==> src/rtl/spi_pkg.sv <==
// Shared SPI definitions: default word width, idle fill pattern and the link state encoding.
package spi_pkg;

    localparam int unsigned SPI_DATA_W    = 8;
    localparam logic [7:0]  SPI_IDLE_FILL = 8'h00;

    typedef enum logic {
        ST_IDLE  = 1'b0,
        ST_SHIFT = 1'b1
    } spi_state_e;

endpackage

==> src/rtl/spi_sync_edge.sv <==
// Multi-flop synchronizer for one asynchronous pin, with rise/fall detection
// one flop past the last synchronizer stage.
module spi_sync_edge #(
    parameter int unsigned STAGES  = 2,
    parameter logic        RST_VAL = 1'b0
) (
    input  logic clk_i,
    input  logic rst_ni,
    input  logic d_i,
    output logic level_o,
    output logic rise_o,
    output logic fall_o
);

    logic [STAGES-1:0] sync_q;
    logic              prev_q;

    always_ff @(posedge clk_i or negedge rst_ni) begin
        if (!rst_ni) begin
            sync_q <= {STAGES{RST_VAL}};
            prev_q <= RST_VAL;
        end else begin
            sync_q <= {sync_q[STAGES-2:0], d_i};
            prev_q <= sync_q[STAGES-1];
        end
    end

    assign level_o = sync_q[STAGES-1];
    assign rise_o  = level_o & ~prev_q;
    assign fall_o  = ~level_o & prev_q;

endmodule

==> src/rtl/spi_slave.sv <==
// SPI mode-0 responder: oversampled pins, byte-level rx strobe and a single-entry
// tx holding buffer that is consumed at every word boundary.
module spi_slave
    import spi_pkg::*;
#(
    parameter int unsigned       DATA_W      = SPI_DATA_W,
    parameter int unsigned       SYNC_STAGES = 2,
    parameter logic [DATA_W-1:0] IDLE_FILL   = DATA_W'(SPI_IDLE_FILL)
) (
    input  logic              clk_i,
    input  logic              rst_ni,
    input  logic              sck_i,
    input  logic              cs_i,
    input  logic              mosi_i,
    output logic              miso_o,
    output logic              miso_oe_o,
    input  logic [DATA_W-1:0] tx_data_i,
    input  logic              tx_load_i,
    output logic              tx_ready_o,
    output logic [DATA_W-1:0] rx_data_o,
    output logic              rx_valid_o,
    output logic              busy_o,
    output logic              tx_underrun_o
);

    localparam int unsigned CNT_W      = $clog2(DATA_W + 1);
    localparam int unsigned SETTLE_MAX = SYNC_STAGES + 1;
    localparam int unsigned SETTLE_W   = $clog2(SYNC_STAGES + 2);

    logic sck_level_unused, sck_rise, sck_fall;
    logic cs_level, cs_rise, cs_fall;
    logic mosi_s, mosi_rise_unused, mosi_fall_unused;

    spi_sync_edge #(.STAGES(SYNC_STAGES), .RST_VAL(1'b0)) u_sync_sck (
        .clk_i(clk_i), .rst_ni(rst_ni), .d_i(sck_i),
        .level_o(sck_level_unused), .rise_o(sck_rise), .fall_o(sck_fall)
    );

    spi_sync_edge #(.STAGES(SYNC_STAGES), .RST_VAL(1'b1)) u_sync_cs (
        .clk_i(clk_i), .rst_ni(rst_ni), .d_i(cs_i),
        .level_o(cs_level), .rise_o(cs_rise), .fall_o(cs_fall)
    );

    spi_sync_edge #(.STAGES(SYNC_STAGES), .RST_VAL(1'b0)) u_sync_mosi (
        .clk_i(clk_i), .rst_ni(rst_ni), .d_i(mosi_i),
        .level_o(mosi_s), .rise_o(mosi_rise_unused), .fall_o(mosi_fall_unused)
    );

    spi_state_e state_q, state_d;
    logic       start, stop;

    logic [DATA_W-1:0]   tx_buf_q, tx_buf_d;
    logic                tx_full_q, tx_full_d;
    logic [DATA_W-1:0]   tx_shift_q, tx_shift_d;
    logic [DATA_W-1:0]   rx_shift_q, rx_shift_d;
    logic [DATA_W-1:0]   rx_data_q, rx_data_d;
    logic                rx_valid_q, rx_valid_d;
    logic [CNT_W-1:0]    bit_cnt_q, bit_cnt_d;
    logic                word_done_q, word_done_d;
    logic                miso_q, miso_d;
    logic                underrun_q, underrun_d;
    logic [SETTLE_W-1:0] settle_q, settle_d;
    logic                armed_q, armed_d;
    logic                settle_done;
    logic                reload;

    always_ff @(posedge clk_i or negedge rst_ni) begin
        if (!rst_ni) begin
            state_q <= ST_IDLE;
        end else begin
            state_q <= state_d;
        end
    end

    always_comb begin
        state_d = state_q;
        start   = 1'b0;
        stop    = 1'b0;
        case (state_q)
            ST_IDLE: begin
                if (cs_fall && armed_q) begin
                    state_d = ST_SHIFT;
                    start   = 1'b1;
                end
            end
            ST_SHIFT: begin
                if (cs_rise) begin
                    state_d = ST_IDLE;
                    stop    = 1'b1;
                end
            end
            default: state_d = ST_IDLE;
        endcase
    end

    always_comb begin
        busy_o    = (state_q == ST_SHIFT);
        miso_oe_o = (state_q == ST_SHIFT);
    end

    // A frame already running when reset releases must not be joined: accept a
    // cs falling edge only after the synchronizer has flushed and cs was seen high.
    assign settle_done = (settle_q == SETTLE_W'(SETTLE_MAX));

    always_comb begin
        tx_buf_d    = tx_buf_q;
        tx_full_d   = tx_full_q;
        tx_shift_d  = tx_shift_q;
        rx_shift_d  = rx_shift_q;
        rx_data_d   = rx_data_q;
        rx_valid_d  = 1'b0;
        bit_cnt_d   = bit_cnt_q;
        word_done_d = word_done_q;
        miso_d      = miso_q;
        underrun_d  = underrun_q;
        settle_d    = settle_done ? settle_q : settle_q + SETTLE_W'(1);
        armed_d     = armed_q | (settle_done & cs_level);
        reload      = 1'b0;

        if (stop) begin
            bit_cnt_d   = '0;
            word_done_d = 1'b0;
            miso_d      = 1'b0;
        end else if (start) begin
            reload      = 1'b1;
            bit_cnt_d   = '0;
            word_done_d = 1'b0;
        end else if (state_q == ST_SHIFT) begin
            if (bit_cnt_q == CNT_W'(DATA_W)) begin
                rx_data_d   = rx_shift_q;
                rx_valid_d  = 1'b1;
                bit_cnt_d   = '0;
                word_done_d = 1'b1;
            end else if (sck_rise) begin
                rx_shift_d = {rx_shift_q[DATA_W-2:0], mosi_s};
                bit_cnt_d  = bit_cnt_q + CNT_W'(1);
            end else if (sck_fall) begin
                if (bit_cnt_q != '0) begin
                    tx_shift_d = tx_shift_q << 1;
                    miso_d     = tx_shift_q[DATA_W-2];
                end else if (word_done_q) begin
                    reload = 1'b1;
                end
            end
        end

        if (reload) begin
            tx_shift_d = tx_full_q ? tx_buf_q : IDLE_FILL;
            miso_d     = tx_shift_d[DATA_W-1];
            underrun_d = underrun_q | ~tx_full_q;
            tx_full_d  = 1'b0;
        end

        // Checked against the pre-reload flag so a coincident load refills the buffer.
        if (tx_load_i && !tx_full_q) begin
            tx_buf_d  = tx_data_i;
            tx_full_d = 1'b1;
        end
    end

    always_ff @(posedge clk_i or negedge rst_ni) begin
        if (!rst_ni) begin
            tx_buf_q    <= '0;
            tx_full_q   <= 1'b0;
            tx_shift_q  <= '0;
            rx_shift_q  <= '0;
            rx_data_q   <= '0;
            rx_valid_q  <= 1'b0;
            bit_cnt_q   <= '0;
            word_done_q <= 1'b0;
            miso_q      <= 1'b0;
            underrun_q  <= 1'b0;
            settle_q    <= '0;
            armed_q     <= 1'b0;
        end else begin
            tx_buf_q    <= tx_buf_d;
            tx_full_q   <= tx_full_d;
            tx_shift_q  <= tx_shift_d;
            rx_shift_q  <= rx_shift_d;
            rx_data_q   <= rx_data_d;
            rx_valid_q  <= rx_valid_d;
            bit_cnt_q   <= bit_cnt_d;
            word_done_q <= word_done_d;
            miso_q      <= miso_d;
            underrun_q  <= underrun_d;
            settle_q    <= settle_d;
            armed_q     <= armed_d;
        end
    end

    assign miso_o        = miso_q;
    assign tx_ready_o    = ~tx_full_q;
    assign rx_data_o     = rx_data_q;
    assign rx_valid_o    = rx_valid_q;
    assign tx_underrun_o = underrun_q;

endmodule

==> config.mk <==
export PLATFORM = sky130hd
export DESIGN_NAME = spi_slave
export DESIGN_NICKNAME = d
export VERILOG_FILES = /design/src/rtl/spi_pkg.sv /design/src/rtl/spi_sync_edge.sv /design/src/rtl/spi_slave.sv
export SDC_FILE = /design/constraint.sdc
export NUM_CORES = 1
export LEC_CHECK = 0
export ABC_AREA = 1
export CORE_MARGIN = 2
export CORE_UTILIZATION = 55
export CTS_CLUSTER_SIZE = 30
export DETAILED_ROUTE_END_ITERATION = 10
export HOLD_SLACK_MARGIN = 0.15
export PLACE_DENSITY_LB_ADDON = 0.12
export SLEW_MARGIN = 5
export SYNTH_ARGS = -nofsm -noshare
export SYNTH_HDL_FRONTEND = slang
export SYNTH_SLANG_ARGS = --single-unit
==> constraint.sdc <==
create_clock -name clk_i -period 1.95 [get_ports clk_i]
set_input_delay 0.195 -clock clk_i [delete_from_list [all_inputs] [get_ports clk_i]]
set_output_delay 0.195 -clock clk_i [all_outputs]
set_load 0.01 [all_outputs]
; After elaboration in Yosys (flattened, before gate mapping)
; Index checks and enable logic that the tools add are counted.
[word_totals]
regBits = 52
input_bits = 14
out_inout_bits = 14
word_cells = 111
[classes]
add_sub_neg = 2
eq_ne = 9
muxes = 46
bitwise = 16
n_reduce_logical = 20
[ops]
columns = op, n
row1 = two-way mux 7 bit, 8
row2 = two-way mux 1 bit, 31
row3 = two-way mux 4 bit, 5
row4 = nonzero test 3 bit, 5
row5 = NOT 1 bit, 9
row6 = two-way mux 8 bit, 1
row7 = nonzero test 2 bit, 4
row8 = nonzero test 4 bit, 2
row9 = AND reduction 7 bit, 1
row10 = "!= test 2 x 1 -> 1 bit, second input constant", 3
row11 = "!= test 3 x 1 -> 1 bit, second input constant", 2
row12 = AND reduction 6 bit, 1
row13 = AND 1 bit, 5
row14 = AND reduction 5 bit, 1
row15 = "adder 4 x 1 -> 4 bit, second input constant", 1
row16 = "== test 4 bit, second input constant", 1
row17 = AND reduction 2 bit, 2
row18 = AND reduction 4 bit, 1
row19 = "!= test 3 bit, second input constant", 1
row20 = "adder 2 x 1 -> 2 bit, second input constant", 1
row21 = "== test 2 bit, second input constant", 1
row22 = logical AND 1 bit, 2
row23 = "!= test 2 bit, second input constant", 1
row24 = bitwise OR 1 bit, 2
row25 = other kinds (2), 2

; Logic depth before layout (Yosys ltp)
[depth]
word_depth = 10
depth_mapped = 11
mapped_depth_nobuf = 11

; Modules after synthesis
; From an unflattened synthesis, not the netlist that was laid out.
[unflattened]
hier_cells = 238
hier_area_um2 = 2267.2
[modules_own_cells]
columns = module, n_inst, cells_each, area_each_um2, seq_area_each_um2
row1 = spi_slave, 1, 217, 1993.2, 1101.1
row2 = spi_sync_edge (u_sync_mosi ...), 2, 7, 90.1, 75.1
row3 = spi_sync_edge (u_sync_cs), 1, 7, 93.8, 78.8

; Worst setup path after synthesis
; OpenSTA, ideal clock, no wires.
[synth_timing]
path_type = flip-flop to flip-flop
start = reg bit_cnt_q[0]
end = reg tx_shift_q[1]
setup_time_ns = 0.117
arrival_time_ns = 1.273
required_ns = 1.833
slack_ns = 0.560
path_stages_with_launch = 12
path_buffers = 0
period_less_slack_ns = 1.390
cell_sequence = dfrtp_1 > inv_1 > ha_1 > nand2_1 > nor2_1 > nand2_2 > nand2_8 > nand2_8 > nand2_8 > inv_6 > nand2_1 > nand2_1
[synth_between]
elab_chain_cells = 10
elab_cells_between_ends = 18
cone_classes = eq/ne: 5 / mux: 8 / reduce/logical: 5
[synth_rtl]
columns = item, line
row1 = "start, declared", spi_slave.sv:58  ; logic [CNT_W-1:0] bit_cnt_q, bit_cnt_d;
row2 = "start signal, assigned", spi_slave.sv:182  ; bit_cnt_q <= bit_cnt_d;
row3 = nonzero test 4 bit, spi_slave.sv:138  ; if (bit_cnt_q != '0) begin
row4 = two-way mux 1 bit, spi_slave.sv:138
row5 = two-way mux 1 bit, spi_slave.sv:137  ; end else if (sck_fall) begin
row6 = two-way mux 1 bit, spi_slave.sv:134  ; end else if (sck_rise) begin
row7 = two-way mux 1 bit, spi_slave.sv:129  ; if (bit_cnt_q == CNT_W'(DATA_W)) begin
row8 = two-way mux 1 bit, spi_slave.sv:128  ; end else if (state_q == ST_SHIFT) begin
row9 = two-way mux 1 bit, spi_slave.sv:124  ; end else if (start) begin
row10 = two-way mux 1 bit, spi_slave.sv:120  ; if (stop) begin
row11 = != test 2 bit (no line) (tied with other cells), n/a
row12 = AND reduction 7 bit (no line), n/a
row13 = "end signal, assigned", spi_slave.sv:178  ; tx_shift_q <= tx_shift_d;
row14 = "end, declared", spi_slave.sv:54  ; logic [DATA_W-1:0] tx_shift_q, tx_shift_d;
; Parallel ways exist; a longest one is shown, timed or not.
; A chain may end at the register's enable or synchronous reset.

; Worst setup path after layout
[layout_timing]
start = reg tx_full_q
end = out tx_ready_o
[layout_between]
elab_chain_cells = 1
[layout_rtl]
columns = item, line
row1 = "start, declared", spi_slave.sv:53  ; logic tx_full_q, tx_full_d;
row2 = "start signal, assigned", spi_slave.sv:177  ; tx_full_q <= tx_full_d;
row3 = NOT 1 bit, spi_slave.sv:192  ; assign tx_ready_o = ~tx_full_q;
row4 = "end, declared", spi_slave.sv:19  ; output logic tx_ready_o,
; Every way passes these cells.

==> run summary <==
The total of buffers placed on input and output ports came out at 27. The placed wire-length estimate is 2690 um. The total wire length is 3810 um. The area of the core region came out at 4030 um^2.

Clock tree synthesis found a total of 52 sinks. In the final design database the tool counted 282 nets. 28 I/O pins were placed. The die area is 4760 um^2.

The die extent in y came out at 69.0 um. The via count of the first global-routing pass came out at 1502. The first global-routing pass estimated 6730 um of wire. The floorplan step set the die width to 69.0 um. The total congestion overflow after global routing is 0. During synthesis, Yosys emitted a total of 0 warnings. TritonCTS built the clock tree. The final-report max-slew violation count is 0. The final period utilization came out at 0.856. STA classifies the critical path startpoint as a register. The buffers inserted during post-CTS setup optimization is 0. The diode insertion count for antenna repair came out at 0. The first detailed-routing pass took 4 iterations.

The first-iteration detailed-routing DRC count is 94. The commonest non-fill, non-tap cell in the layout is sky130_fd_sc_hd__nand2_1. The max-cap violation count is 0. IR analysis of the VDD net gives a maximum drop of 0.732 mV.

Synthesis produced 234 cells. The count of antenna-violating nets left after detailed routing came out at 0. Counting along the longest clock path gives a buffer depth of 2. The cell at the root of the clock tree is sky130_fd_sc_hd__clkbuf_8. The worst pin sits at a relative slew slack of 0.579. The critical path in this run is classified as reg2out. The mean cell area of the mapped netlist is 9.92 um^2.

The clock reaches the later pin of the worst-skew pair after 0.30 ns. Excluding fillers, the count of instances in the completed layout stands at 316. The relative area change from synthesis to final layout is 16.8%. The number of core rows is 23. The worst endpoint required time came out at 1.75 ns. The total number of vias came out at 1550.

The final weighted congestion in routability-driven placement is 0.842. In this run, CTS created clock tree buffers numbering 5. The highest fanout seen on the critical path came out at 11. The initial utilization of the core area, before any placement, comes to 0.576. In the routed layout, each cell is associated on average with a via count of 4.91. The top cell types in the final layout, fill and taps aside, are sky130_fd_sc_hd__nand2_1 (61), sky130_fd_sc_hd__dfrtp_1 (49), sky130_fd_sc_hd__inv_1 (28). The overall fraction of global-route tracks in use came out at 0.192. Derived from the worst setup path, the maximum achievable clock frequency is 599 MHz. The number of gates resized after cts is 0. Setup repair after global routing left no endpoint under its margin.

The final period demand of the worst path came out at 1.67 ns. The post-synthesis instance area came out at 2320 um^2. The fill cell instance count of the final layout came out at 339. STA classifies the critical path endpoint as an output port.

The total leakage power came out at 1.27 nW. The final routed wire length divided by cell count is 12.1 um. In this run the power density over the cells is 1080 nW/um^2. The cell total after placement is 307. The pin count of the biggest net entering global routing is 53. The flop and latch count out of synthesis is 52. The number of hold buffers added after cts is 1.

The kind of path behind the tightest hold check is in2reg. The worst clock skew came out at 0.0140 ns. The synthesized net count came out at 251. The final-report setup violation count is 0. The post-CTS clock slew at the launch and capture registers of the worst setup and hold paths is 0.10 ns. The run finished with clean final reports.

The proportion of layout cells with a drive suffix above 1 is 0.192. The number of antenna violations at the first check in global routing is 0. The sum of negative setup slack is 0 ns. The post-route DRC violation count came out at 0. The number of levels the H-tree was split into came out at 2. The unique cell type count in the Yosys netlist is 27. The share of the Yosys chip area taken by registers is 0.562. The pin slew with the least headroom to its limit came out at 0.631 ns. The number of hold violations in the final report came to 0. Registers take 1310 um^2. The multi-input logic area is 851 um^2. The critical path data arrival time came out at 1.47 ns.
## synth_stat cells, drive strengths merged
master | number | area, um^2
a21oi | 2 | 10.0
mux2 | 9 | 101
nand4 | 1 | 6.26
ha | 3 | 37.5
nor3 | 2 | 10.0
nand2 | 70 | 327
nand3 | 20 | 135
a21o | 1 | 7.51
inv | 31 | 121
dfstp | 3 | 78.8
dfrtp | 49 | 1230
nor2 | 15 | 68.8
xnor2 | 1 | 8.76
clkbuf | 1 | 3.75
buf | 4 | 41.3
o21bai | 1 | 7.51
o21ai | 21 | 131
## report_power, final
group / internal (mW) / leakage (nW) / switching [mW]
logic: 0.355 / 0.585 / 0.444
clock network: 0.255 / 0.0445 / 0.351
registers: 1.34 / 0.644 / 0.173
## registers in the layout, indices dropped and copies added, names as in the netlist, 2 cells and up
name and count:
rx_data_o 8, tx_buf_q 8, tx_shift_q 7, u_sync_mosi.sync_q 2, settle_q 2, u_sync_sck.sync_q 2
u_sync_cs.sync_q 2, rx_shift_q 8, bit_cnt_q 4
## layout make-up
type	count	share of cell area
flip-flops and latches	52	0.481
multi-input cells	146	0.314
repair buffers	29	0.104
inverters	31	0.0447
clock buffers	5	0.0254
well taps	50	0.0231
clock inverters	3	0.00784
## per-stage QoR
step	worst slack (ns)	area, um^2	hold slack, ns	utilization	power, mW
finish	0.280	2710	0.284	0.673	2.92
global route	0.198	2710	0.271	0.673	3.16
CTS	0.274	2710	0.282	0.673	2.95
detailed placement	0.358	2610	0.336	0.648	2.33
global placement	0.430	2610	0.332	0.648	2.31
floorplan	0.560	2320	-0.101	-	2.09
## critical path, cell delays in order (launching register included)
cell and delay (ns):
sky130_fd_sc_hd__dfrtp_1 0.51, sky130_fd_sc_hd__inv_1 0.13, sky130_fd_sc_hd__clkdlybuf4s50_1 0.54
## worst paths after layout
path / slack, ns / to / cells past startpoint / from
setup / recovery: 0.28 / tx_ready_o / 2 / tx_full_q
hold / removal: 0.28 / u_sync_cs.sync_q[0] / 1 / cs_i
setup reg to reg: 0.36 / tx_shift_q[5] / 11 / bit_cnt_q[0]
hold reg to reg: 0.36 / u_sync_sck.sync_q[1] / 0 / u_sync_sck.sync_q[0]
max in group asynchronous: 1.00 / bit_cnt_q[0] / 3 / rst_ni
min in group asynchronous: 0.51 / settle_q[0] / 3 / rst_ni
## cells by family after synthesis
| group | after synthesis | share of synthesized area |
|---|---|---|
| simple gates | 108 | 0.235 |
| flops | 52 | 0.562 |
| buf+inv | 36 | 0.0717 |
| compound gates | 25 | 0.0674 |
| mux | 9 | 0.0436 |
| fa+ha+maj | 3 | 0.0162 |
| xor+xnor | 1 | 0.00377 |
## per-layer routing
metal	global-route usage	part of all wire	vias up
met5	0	0	-
met4	0.0809	0.016	0
met3	0.0390	0.028	6
met2	0.298	0.45	20
met1	0.264	0.51	729
li1	-	-	795
(Power assumes the default switching activity.)
